`config.mk`:
```
export PLATFORM = sky130hd
export DESIGN_NAME = mem_wb_skid_stage
export DESIGN_NICKNAME = d
export VERILOG_FILES = /design/src/rtl/mem_wb_skid_stage.sv
export SDC_FILE = /design/constraint.sdc
export NUM_CORES = 1
export LEC_CHECK = 0
export CORE_MARGIN = 8
export CORE_UTILIZATION = 35
export CTS_CLUSTER_SIZE = 40
export DETAILED_ROUTE_END_ITERATION = 7
export PLACE_DENSITY = 0.65
export SLEW_MARGIN = 20
export SYNTH_ARGS = -nofsm -noshare
export SYNTH_HDL_FRONTEND = slang
export SYNTH_SLANG_ARGS = --single-unit
```
`constraint.sdc`:
```
create_clock -name clk -period 2.55 [get_ports clk]
set_clock_uncertainty 0.15 [all_clocks]
set_input_delay 0.51 -clock clk [delete_from_list [all_inputs] [get_ports clk]]
set_output_delay 0.51 -clock clk [all_outputs]
set_load 0.01 [all_outputs]
```
`src/rtl/mem_wb_skid_stage.sv`:
```
// MEM->WB pipeline stage with a 2-entry skid buffer (head H + skid S).
// Ports: clk, resetn, flush, in_* (MEM side), out_* (WB side), fwd_* (bypass), occupancy.
module mem_wb_skid_stage #(
  parameter int XLEN = 32,
  parameter int RA_W = 5
) (
  input  logic            clk,
  input  logic            resetn,
  input  logic            flush,
  input  logic            in_valid,
  output logic            in_ready,
  input  logic [XLEN-1:0] in_read_data,
  input  logic [XLEN-1:0] in_alu_result,
  input  logic [RA_W-1:0] in_rd,
  input  logic            in_mem_to_reg,
  input  logic            in_reg_write,
  output logic            out_valid,
  input  logic            out_ready,
  output logic [XLEN-1:0] out_wb_data,
  output logic [RA_W-1:0] out_rd,
  output logic            out_reg_write,
  output logic            fwd_valid,
  output logic [RA_W-1:0] fwd_rd,
  output logic [XLEN-1:0] fwd_data,
  output logic [1:0]      occupancy
);

  typedef struct packed {
    logic [XLEN-1:0] wb_data;
    logic [RA_W-1:0] rd;
    logic            reg_write;
  } ent_t;

  ent_t h_q, h_d;
  ent_t s_q, s_d;
  logic h_v_q, h_v_d;
  logic s_v_q, s_v_d;
  ent_t cap;
  logic accept;
  logic pop;
  logic pop_s;
  logic pop_h;
  logic push_h;
  logic push_s;

  // Writeback mux resolved at capture; x0 writes dropped here.
  always_comb begin
    cap.wb_data   = in_mem_to_reg ? in_read_data : in_alu_result;
    cap.rd        = in_rd;
    cap.reg_write = in_reg_write & (in_rd != '0);
  end

  // Ready comes only from the skid flop, never from out_ready.
  assign in_ready = ~s_v_q;
  assign accept   = in_valid & in_ready;
  assign pop      = h_v_q & out_ready;

  // Mutually exclusive cases, flush first.
  assign pop_s  = ~flush & pop & s_v_q;
  assign pop_h  = ~flush & pop & ~s_v_q;
  assign push_h = ~flush & ~pop & accept & ~h_v_q;
  assign push_s = ~flush & ~pop & accept & h_v_q;

  always_comb begin
    h_d   = h_q;
    s_d   = s_q;
    h_v_d = h_v_q;
    s_v_d = s_v_q;
    unique case (1'b1)
      flush: begin
        h_v_d = 1'b0;
        s_v_d = 1'b0;
      end
      pop_s: begin
        h_d   = s_q;
        h_v_d = 1'b1;
        s_v_d = accept;
        if (accept) s_d = cap;
      end
      pop_h: begin
        h_v_d = accept;
        if (accept) h_d = cap;
      end
      push_h: begin
        h_d   = cap;
        h_v_d = 1'b1;
      end
      push_s: begin
        s_d   = cap;
        s_v_d = 1'b1;
      end
      default: ;
    endcase
  end

  always_ff @(posedge clk or negedge resetn) begin
    if (!resetn) begin
      h_q   <= '0;
      s_q   <= '0;
      h_v_q <= 1'b0;
      s_v_q <= 1'b0;
    end else begin
      h_q   <= h_d;
      s_q   <= s_d;
      h_v_q <= h_v_d;
      s_v_q <= s_v_d;
    end
  end

  assign out_valid     = h_v_q;
  assign out_wb_data   = h_q.wb_data;
  assign out_rd        = h_q.rd;
  assign out_reg_write = h_v_q & h_q.reg_write;
  assign fwd_valid     = out_reg_write;
  assign fwd_rd        = h_q.rd;
  assign fwd_data      = h_q.wb_data;
  // S is never valid without H, so this is the 0/1/2 count.
  assign occupancy     = {h_v_q & s_v_q, h_v_q ^ s_v_q};

endmodule

```
### After elaboration in Yosys (flattened, before gate mapping)

Cells that the tools add are included.

* memories: 0
* ROM bits: 0
* RAM bits: 0
* latch bits: 0
* logic and storage cells: 41
* output and inout bits: 80
* flip-flop bits (word level): 78

* multipliers: 0
* add/sub/neg operators: 0
* reductions and logical operators: 8
* magnitude comparators: 0
* bitwise operators: 17
* multiplexer cells: 6
* eq/ne operators: 2
* shift operators: 0
* divide/modulo/power cells: 0

Operators by type and width (count)
* $pmux W38 S3: 1
* $pmux W38 S2: 1
* $mux W38: 1
* $mux W32: 1
* $and A1 B1 Y1: 12
* $reduce_bool A3 Y1: 3
* $pmux W1 S3: 2
* $reduce_bool A5 Y1: 1
* $ne A2 B2 Y1 const B: 2
* $not A1 Y1: 4
* $reduce_and A2 Y1: 2
* $reduce_bool A2 Y1: 1
* $reduce_or A2 Y1: 1
* $xor A1 B1 Y1: 1

### Depth between registers and ports, before layout

Gate-level depths: netlist of the first run.

* depth in word-level cells: 7
* depth in mapped cells: 8
* mapped depth without buffers: 4

### Worst setup path after synthesis of the first run

No wires, ideal clock.

* path type: reg2reg
* start point: register h_v_q, in the netlist out_valid
* end point: register h_q (netlist bit fwd_data[31])
* buffers on the path: 3
* cell stages (with the launch flop): 8
* arrival time: 1.769 ns
* data required time: 2.275 ns
* period minus slack after synthesis: 2.044 ns
* path slack: 0.506 ns
* setup time: 0.125 ns
* cells stage by stage: dfrtp_1 > buf_4 > mux2i_1 > or3_1 > clkbuf_1 > buf_6 > mux2_4 > mux2_2

* longest elaborated chain between the ends: 7
* elaborated cells on any way between the ends: 13
* classes of those cells: 1 x eq/ne; 1 x mux; 9 x bitwise; 2 x reduce/logical

RTL lines
* start, declared: RTL line 36 `logic h_v_q, h_v_d;`
* start signal, assigned: RTL line 105 `h_v_q <= h_v_d;`
* $and A1 B1 Y1: RTL line 56 `assign pop = h_v_q & out_ready;`
* $not A1 Y1: RTL line 61 `assign push_h = ~flush & ~pop & accept & ~h_v_q;`
* $and A1 B1 Y1 (3 in series): RTL line 61
* $reduce_bool A3 Y1 (no source line)
* $reduce_and A2 Y1 (no source line)
* end signal, assigned: RTL line 98 `h_q <= '0;`
* end signal, assigned: RTL line 103 `h_q <= h_d;`
* end, declared: RTL line 34 `ent_t h_q, h_d;`

Several ways; a longest one is shown, not always the timed one.
A chain may end at the register's enable or synchronous reset.

### Final worst setup path of the first run

* start point: register h_v_q, in the netlist out_valid
* end point: output port occupancy[0]

* longest elaborated chain between the ends: 1

RTL lines
* $xor A1 B1 Y1: RTL line 118 `assign occupancy = {h_v_q & s_v_q, h_v_q ^ s_v_q};`
* end, declared: RTL line 25 `output logic [1:0] occupancy`

Every way passes these cells.

==> results of run 1 <==
==> stage by stage <==
| step | utilization | worst slack (ps) | std cells | area, um^2 | power, mW |
|---|---|---|---|---|---|
| 6_report | 0.490 | 176 | 659 | 5910 | 5.41 |
| 5_1_grt | 0.490 | 108 | 659 | 5910 | 5.74 |
| 4_1_cts | 0.490 | 167 | 659 | 5910 | 5.50 |
| 3_5_place_dp | 0.464 | 16.5 | 643 | 5600 | 4.17 |
| 3_3_place_gp | 0.464 | 61.2 | 643 | 5600 | 4.08 |
| 2_1_floorplan | - | 506 | 406 | 4330 | 3.46 |
==> cell type report <==
cell class,instances,area share
Inverter,34,0.0216
Clock inverter,4,0.00911
Sequential cell,78,0.330
Clock buffer,12,0.0434
Tap cell,168,0.0356
Timing Repair Buffer,165,0.289
Multi-Input combinational cell,198,0.271
==> placed cells by master, fill, tap and decap left out, types with 7 or more instances in the layout <==
| cell | n |
|---|---|
| inv_1 | 34 |
| mux2_2 | 35 |
| dfrtp_1 | 78 |
| buf_12 | 7 |
| clkdlybuf4s50_1 | 153 |
| clkbuf_16 | 9 |
| a21oi_1 | 38 |
| nor2_1 | 37 |
| mux2i_1 | 69 |
==> how the worst min path moves through the flow <==
stage | to | slack (ps)
floorplan | fwd_data[0] | 60
CTS | fwd_rd[2] | 50
global placement | s_q[3] | 320
global route | fwd_rd[2] | 80
finish | fwd_rd[2] | 30
detailed placement | s_q[2] | 320
==> flip-flops by register name, summed over array words and instances, names as in the netlist <==
name	count
s_v_q	1
out_valid	1
fwd_data	32
h_q	1
fwd_rd	5
s_q	38
==> power groups by stage <==
stage | Clock, mW | Sequential, mW | Combinational [mW]
finish | 1.31 | 1.97 | 2.13
global route | 1.41 | 2.04 | 2.30
CTS | 1.35 | 1.98 | 2.18
detailed placement | 0 | 2.00 | 2.17
global placement | 0 | 1.97 | 2.12
floorplan | 0 | 1.89 | 1.58
==> routing by layer <==
layer	GRT usage	up-vias	routed length (um)
met5	0	-	0
met2	0.217	94	4990
met3	0.0395	9	671
met4	0.0399	0	113
li1	-	1428	-
met1	0.146	1441	4410
==> kinds of logic (layout without fill, tap and decap cells) <==
group,count (synthesis),count (layout)
flops,78,78
mux,109,109
fa+ha+maj,1,1
compound gates,43,43
buf+inv,130,215
simple gates,45,45
==> critical path: stages (launching register included) <==
cell             delay, ps
dfrtp_1                510
ha_1                   340
clkdlybuf4s50_1        530
==> impl_metrics.yaml, run 1 <==
sta:
  finalSetupViolations: 0
  fin_crit_sh: 0.931
  drv_slew: 0
  rsz0062_at_grt: "no"
  tns_ps: 0
  max_slew.worst_pin.slew_ps: 608
  fmax_mhz: 421
  hold_viol_final: 0
  relSlewSlack: 0.595
  hold_slack_ps: 32.2
  fin_crit_ps: 2370
cts:
  cts_tree: "done"
  cts_buffer_depth: 2
  cts_hold_buf: 0
  cts_root_buf: "clkbuf_16"
  htreeDepth: 3
  cts_sinks: 78
  clkLatencyLatePin_ps: 320
  ctsResizeCount: 0
  cts.clk_slew.worst_paths_ps: 60
  post-cts-setup-buffers: 0
  cts_buffers: 9
worst_setup_path:
  cp-endpoint: "occupancy[0]"
  r2r_start: "out_valid"
  crit_path_start: "out_valid"
  ff2ff_path_depth: 5
  endpoint_kind: "output port"
  reg2reg_slack_ps: 440
  r2r_end: "fwd_data[21]"
  crit_path_max_fanout: 10
  critical_path_class: "flop to output port"
  cp_data_required_time_ps: 1890
  critPathLaunchType: "flop"
  crit_arrival_ps: 1710
die:
  dieArea_um2: 16200
  start_util: 0.359
  coreArea_um2: 12100
  ios: 156
  die_x_um: 127
  die_y_um: 127
  fp-row-count: 40
drt:
  wl_um: 10200
  wl_per_cell_um: 15.5
  drc: 0
  routed_via_density: 4.51
  final_antenna_net_count: 0
  vias: 2972
  drtPass1Iterations: 4
  drt_iter0_drc: 79
pwr:
  p_sw_frac: 0.297
  internal_power_mw: 3.80
  power_density_nw_per_um2: 915
  clkPwrFrac: 0.243
  p_switching_mw: 1.61
  power_frac_seq: 0.363
  leakagePower_nw: 2.73
  vdd_drop_max_mv: 0.429
  pwr-share-comb: 0.394
status:
  status: "finished, final reports clean"
synthesis:
  yosysWarnings: 0
  synth-adder-area-share: 0.00289
  synth_seq_cells: 78
  synth-edff-count: 0
  synthTopCellsByArea: "dfrtp_1, mux2i_1, buf_4, mux2_2, a21oi_1"
  synth.mux.area_fraction: 0.264
  ys_types: 24
  synth_compound_area_frac: 0.0529
  synth_top_area_cell: "dfrtp_1"
  synth-xor-area-share: 0
  async_flop_share: 1.00
  seq_area_frac_synth: 0.451
  synthesis.nets: 483
  synth_top_area_frac: 0.451
  post-synth-top-count-cell: "dfrtp_1"
  synth.avg_cell_area_um2: 10.7
  yosys-top-cells-count: "dfrtp_1, buf_4, mux2i_1"
  synthCells: 406
  dominantRegCellSynth: "dfrtp_1"
  synth_top_family_by_area: "multiplexers"
  synth_simple_gate_area_frac: 0.0448
  netlist_area_um2: 4330
final_layout:
  n_fill_cell: 1144
  multi_input_area_um2: 1600
  drive_gt1_frac: 0.134
  seq_area_um2: 1950
  n_antenna_cell: 0
  syn_to_final_growth_pct: 36.4
  nets: 563
global_routing:
  grt_pass1_wl_um: 16500
  grt_util_all_layers: 0.126
  grt_overflow: 0
  grt_pass1_vias: 3294
  grt_max_degree: 46
  antenna_found_initial: 0
placement:
  port_buffers: 155
  place_congestion: 0.740
  hpwl_um: 7740
flow_run:
  drv_cap: 0
min_path:
  hp-class: "primary input to async pin"
No activity file was read; power rests on OpenSTA's default activity.
==> inputs of run 2 (changes only) <==
Settings changed: PLACE_DENSITY 0.65 to 0.75.
==> impl_metrics.yaml, run 2 (same netlist as run 1, synthesis figures left out) <==
placement:
  hpwl_um: 7760
  dp_worst_setup_slack_ps: -18.4
  port_buffers: 155
  place_inst: 643
  dpl_cell_area_um2: 5590
  place_congestion: 0.750
final_layout:
  layout.cells.non_filler: 659
  mostFrequentLayoutCells: "clkdlybuf4s50_1, dfrtp_1, mux2i_1, a21oi_1, nor2_1"
  multi_input_area_um2: 1600
  largest_reg_flops: 38
  n_antenna_cell: 0
  nets: 563
  top_register: "s_q"
  layout_commonest_cell: "clkdlybuf4s50_1"
  seq_area_um2: 1950
  fin_area_um2: 5850
  drive_gt1_frac: 0.132
  syn_to_final_growth_pct: 35.2
  n_fill_cell: 1109
sta:
  fin_crit_ps: 2370
  fin_ws_ps: 177
  max_slew.worst_pin.slew_ps: 513
  drv_slew: 0
  hold_viol_final: 0
  finalSetupViolations: 0
  relSlewSlack: 0.658
  rsz0062_at_grt: "no"
  fmax_mhz: 421
  fin_crit_sh: 0.931
drt:
  wl_um: 9990
  vias: 2975
  wl_per_cell_um: 15.2
  drtPass1Iterations: 4
  drt_iter0_drc: 86
  routed_via_density: 4.51
  final_antenna_net_count: 0
  drc: 0
cts:
  cts.clk_slew.worst_paths_ps: 60
  cts_root_buf: "clkbuf_16"
  cts_buffers: 9
  cts_buffer_depth: 2
  ctsResizeCount: 0
  clkLatencyLatePin_ps: 320
  cts_sinks: 78
  cts_tree: "done"
  post-cts-setup-buffers: 0
  htreeDepth: 3
  cts_hold_buf: 0
global_routing:
  grt_pass1_vias: 3378
  grt_util_all_layers: 0.124
  grt_pass1_wl_um: 16600
  grt_overflow: 0
  grt_max_degree: 45
  antenna_found_initial: 0
worst_setup_path:
  crit_arrival_ps: 1710
  worstPathCellList: "ha_1, clkdlybuf4s50_1"
  path_delay_family: "buffers and inverters"
  cp_data_required_time_ps: 1890
  path_buf_inv: 1
  endpoint_kind: "output port"
  critical_path_class: "flop to output port"
  critPathLaunchType: "flop"
  crit_path_max_fanout: 10
  crit_slowest_cell: "clkdlybuf4s50_1"
  max_stage_delay_ps: 540
die:
  fp-row-count: 40
  dieArea_um2: 16200
  die_y_um: 127
  die_x_um: 127
  ios: 156
  start_util: 0.359
  coreArea_um2: 12100
pwr:
  leakagePower_nw: 2.72
  vdd_drop_max_mv: 0.415
  power_mw: 5.25
  power_density_nw_per_um2: 896
flow_run:
  drv_cap: 0
status:
  status: "finished, final reports clean"
min_path:
  hp-class: "primary input to async pin"
==> run 2: cell count changes in the layout (fill, tap and decap cells not counted), sizes merged <==
cell      previous run  this run
bufinv               1         0
clkbuf              12        11
clkinv               0         5
clkinvlp             2         0
inv                 35        34
==> run 2: worst reg2reg max path, delay by kind of cell (launching register included) <==
kind,cells,cell delay [ps]
DFF,1,560
and+or+nand+nor,1,550
buffers and inverters,1,220
muxes,3,530
==> run 2: power breakdown <==
part           total (mW)  switching (mW)  internal, mW
Clock                1.15           0.488         0.661
Combinational        2.13           0.811          1.32
Sequential           1.97           0.302          1.66
Total                5.25            1.60          3.64
==> run 2: path summary, 6_finish.rpt <==
check | start | end | slack (ps) | cells past startpoint
setup reg to reg | out_valid | fwd_data[15] | 410 | 5
max in group asynchronous | resetn | fwd_data[2] | 1640 | 2
hold / removal | resetn | s_q[30] | 0.1 | 1
setup / recovery | out_valid | occupancy[0] | 180 | 2
hold reg to reg | s_q[2] | s_q[2] | 340 | 1
min in group clk | s_q[2] | s_q[2] | 340 | 1
==> run 2: layout make-up <==
cell class	instances	area share
flip-flops and latches	78	0.333
repair buffers	165	0.289
multi-input cells	198	0.274
clock buffers	11	0.0398
well taps	168	0.0359
inverters	34	0.0218
clock inverters	5	0.00620
==> run 2: stage by stage <==
stage | hold slack, ps | utilization | setup TNS (ps)
final | 0.111 | 0.485 | 0
after floorplan | 64.4 | - | 0
after detailed placement | 333 | 0.463 | -59.9
after CTS | 9.22 | 0.485 | 0
after global routing | 32.0 | 0.485 | 0
after global placement | 317 | 0.463 | 0
==> run 2: metal layers <==
metal | track usage | vias up | wire, um | share of wire
met5 | 0 | - | 0 | 0
met3 | 0.0420 | 12 | 735 | 0.074
li1 | - | 1430 | - | -
met4 | 0.0378 | 0 | 100 | 0.010
met2 | 0.227 | 96 | 5130 | 0.51
met1 | 0.133 | 1437 | 4030 | 0.40
==> inputs of run 3 (changes only) <==
Settings changed: CTS_BUF_LIST from default to sky130_fd_sc_hd__clkbuf_4, CTS_CLUSTER_DIAMETER from default to 80.
==> impl_metrics.yaml, run 3 (same netlist as run 1, synthesis figures left out) <==
cts:
  htreeDepth: 3
  cts_buffer_depth: 2
  cts_sinks: 78
  cts_tree: "done"
  cts_root_buf: "clkbuf_4"
  cts.clk_slew.worst_paths_ps: 140
  cts_buffers: 9
  clkLatencyLatePin_ps: 410
sta:
  hold_viol_final: 0
  drv_slew: 0
  fin_ws_ps: 120
  fin_crit_ps: 2430
  fmax_mhz: 412
  fin_crit_sh: 0.953
  rsz0062_at_grt: "no"
  max_slew.worst_pin.slew_ps: 515
  relSlewSlack: 0.657
  finalSetupViolations: 0
  tns_ps: 0
pwr:
  vdd_drop_max_mv: 0.415
  internal_power_mw: 3.20
  power_density_nw_per_um2: 831
  clkPwrFrac: 0.139
  pwr-share-comb: 0.449
  p_switching_mw: 1.55
  p_sw_frac: 0.326
  power_frac_seq: 0.412
  leakagePower_nw: 2.66
  power_mw: 4.75
die:
  die_y_um: 127
  coreArea_um2: 12100
  fp-row-count: 40
  die_x_um: 127
  dieArea_um2: 16200
  ios: 156
  start_util: 0.359
worst_setup_path:
  critical_path_class: "flop to output port"
  max_stage_delay_ps: 530
  crit_slowest_cell: "clkdlybuf4s50_1"
  cp_data_required_time_ps: 1890
  crit_arrival_ps: 1770
  crit_path_max_fanout: 10
  critPathLaunchType: "flop"
  endpoint_kind: "output port"
  worstPathCellList: "ha_1, clkdlybuf4s50_1"
final_layout:
  drive_gt1_frac: 0.138
  layout_commonest_cell: "clkdlybuf4s50_1"
  syn_to_final_growth_pct: 31.9
  n_fill_cell: 1123
  largest_reg_flops: 38
  nets: 564
  n_antenna_cell: 0
  mostFrequentLayoutCells: "clkdlybuf4s50_1, dfrtp_1, mux2i_1, a21oi_1, nor2_1"
  top_register: "s_q"
global_routing:
  grt_pass1_wl_um: 16600
  grt_util_all_layers: 0.125
  grt_max_degree: 45
  antenna_found_initial: 0
  grt_overflow: 0
  grt_pass1_vias: 3363
placement:
  place_congestion: 0.750
  dp_worst_setup_slack_ps: -18.4
  hpwl_um: 7760
  port_buffers: 155
drt:
  routed_via_density: 4.52
  wl_per_cell_um: 15.2
  drc: 0
  final_antenna_net_count: 0
  drtPass1Iterations: 4
  wl_um: 10000
  vias: 2980
  drt_iter0_drc: 89
flow_run:
  drv_cap: 0
status:
  status: "finished, final reports clean"
min_path:
  hp-class: "flop to flop"
==> run 3: cell count changes in the layout (fill, tap and decap cells not counted), sizes merged <==
cell,change
dlygate4sd3,+1
==> run 3: metal layers <==
metal	up-vias	track usage	part of all wire
li1	1432	-	-
met1	1435	0.133	0.40
met2	102	0.226	0.51
met3	11	0.0458	0.080
met4	0	0.0357	0.011
met5	-	0	0
==> run 3: timing repair <==
action | CTS | global route
hold buffers | 1 | 0
setup endpoints to repair | 0 | 2
hold endpoints to repair | 38 | 0
setup buffers | 0 | 0
resized for setup | 0 | 1
==> run 3: area by class of cell <==
type	count	area [um^2]	area share
Multi-Input combinational cell	198	1600	0.280
Tap cell	168	210	0.0368
Inverter	34	128	0.0223
Clock inverter	5	36.3	0.00635
Timing Repair Buffer	166	1700	0.298
Sequential cell	78	1950	0.342
Clock buffer	11	82.6	0.0144
==> run 3: power by group through the flow <==
stage,sequential [mW],combinational [mW],clock (mW)
2_1_floorplan,1.89,1.58,0
3_3_place_gp,1.96,2.11,0
3_5_place_dp,2.00,2.17,0
4_1_cts,1.97,2.18,0.696
5_1_grt,2.03,2.30,0.751
6_report,1.96,2.13,0.659
==> run 3: worst paths after layout <==
path | from | endpoint | slack (ps) | cells past startpoint
min in group asynchronous | resetn | s_q[30] | 440 | 2
max in group asynchronous | resetn | fwd_data[4] | 1200 | 3
hold reg to reg | s_q[2] | s_q[2] | 360 | 1
setup / recovery | out_valid | occupancy[0] | 120 | 2
hold / removal | s_q[2] | s_q[2] | 360 | 1
setup reg to reg | out_valid | fwd_data[20] | 440 | 5
==> run 3: critical path: cells and delay by family (launching register included) <==
family / cells / cell delay [ps]
adders and majority gates: 1 / 310
buffers and inverters: 1 / 530
DFF: 1 / 510
==> run 3: through the flow <==
stage | cells | utilization | instance area [um^2] | hold WS (ps)
5_1_grt | 660 | 0.474 | 5720 | 349
6_report | 660 | 0.474 | 5720 | 359
4_1_cts | 660 | 0.474 | 5710 | 354
2_1_floorplan | 406 | - | 4330 | 64.4
3_3_place_gp | 643 | 0.463 | 5590 | 317
3_5_place_dp | 643 | 0.463 | 5590 | 333
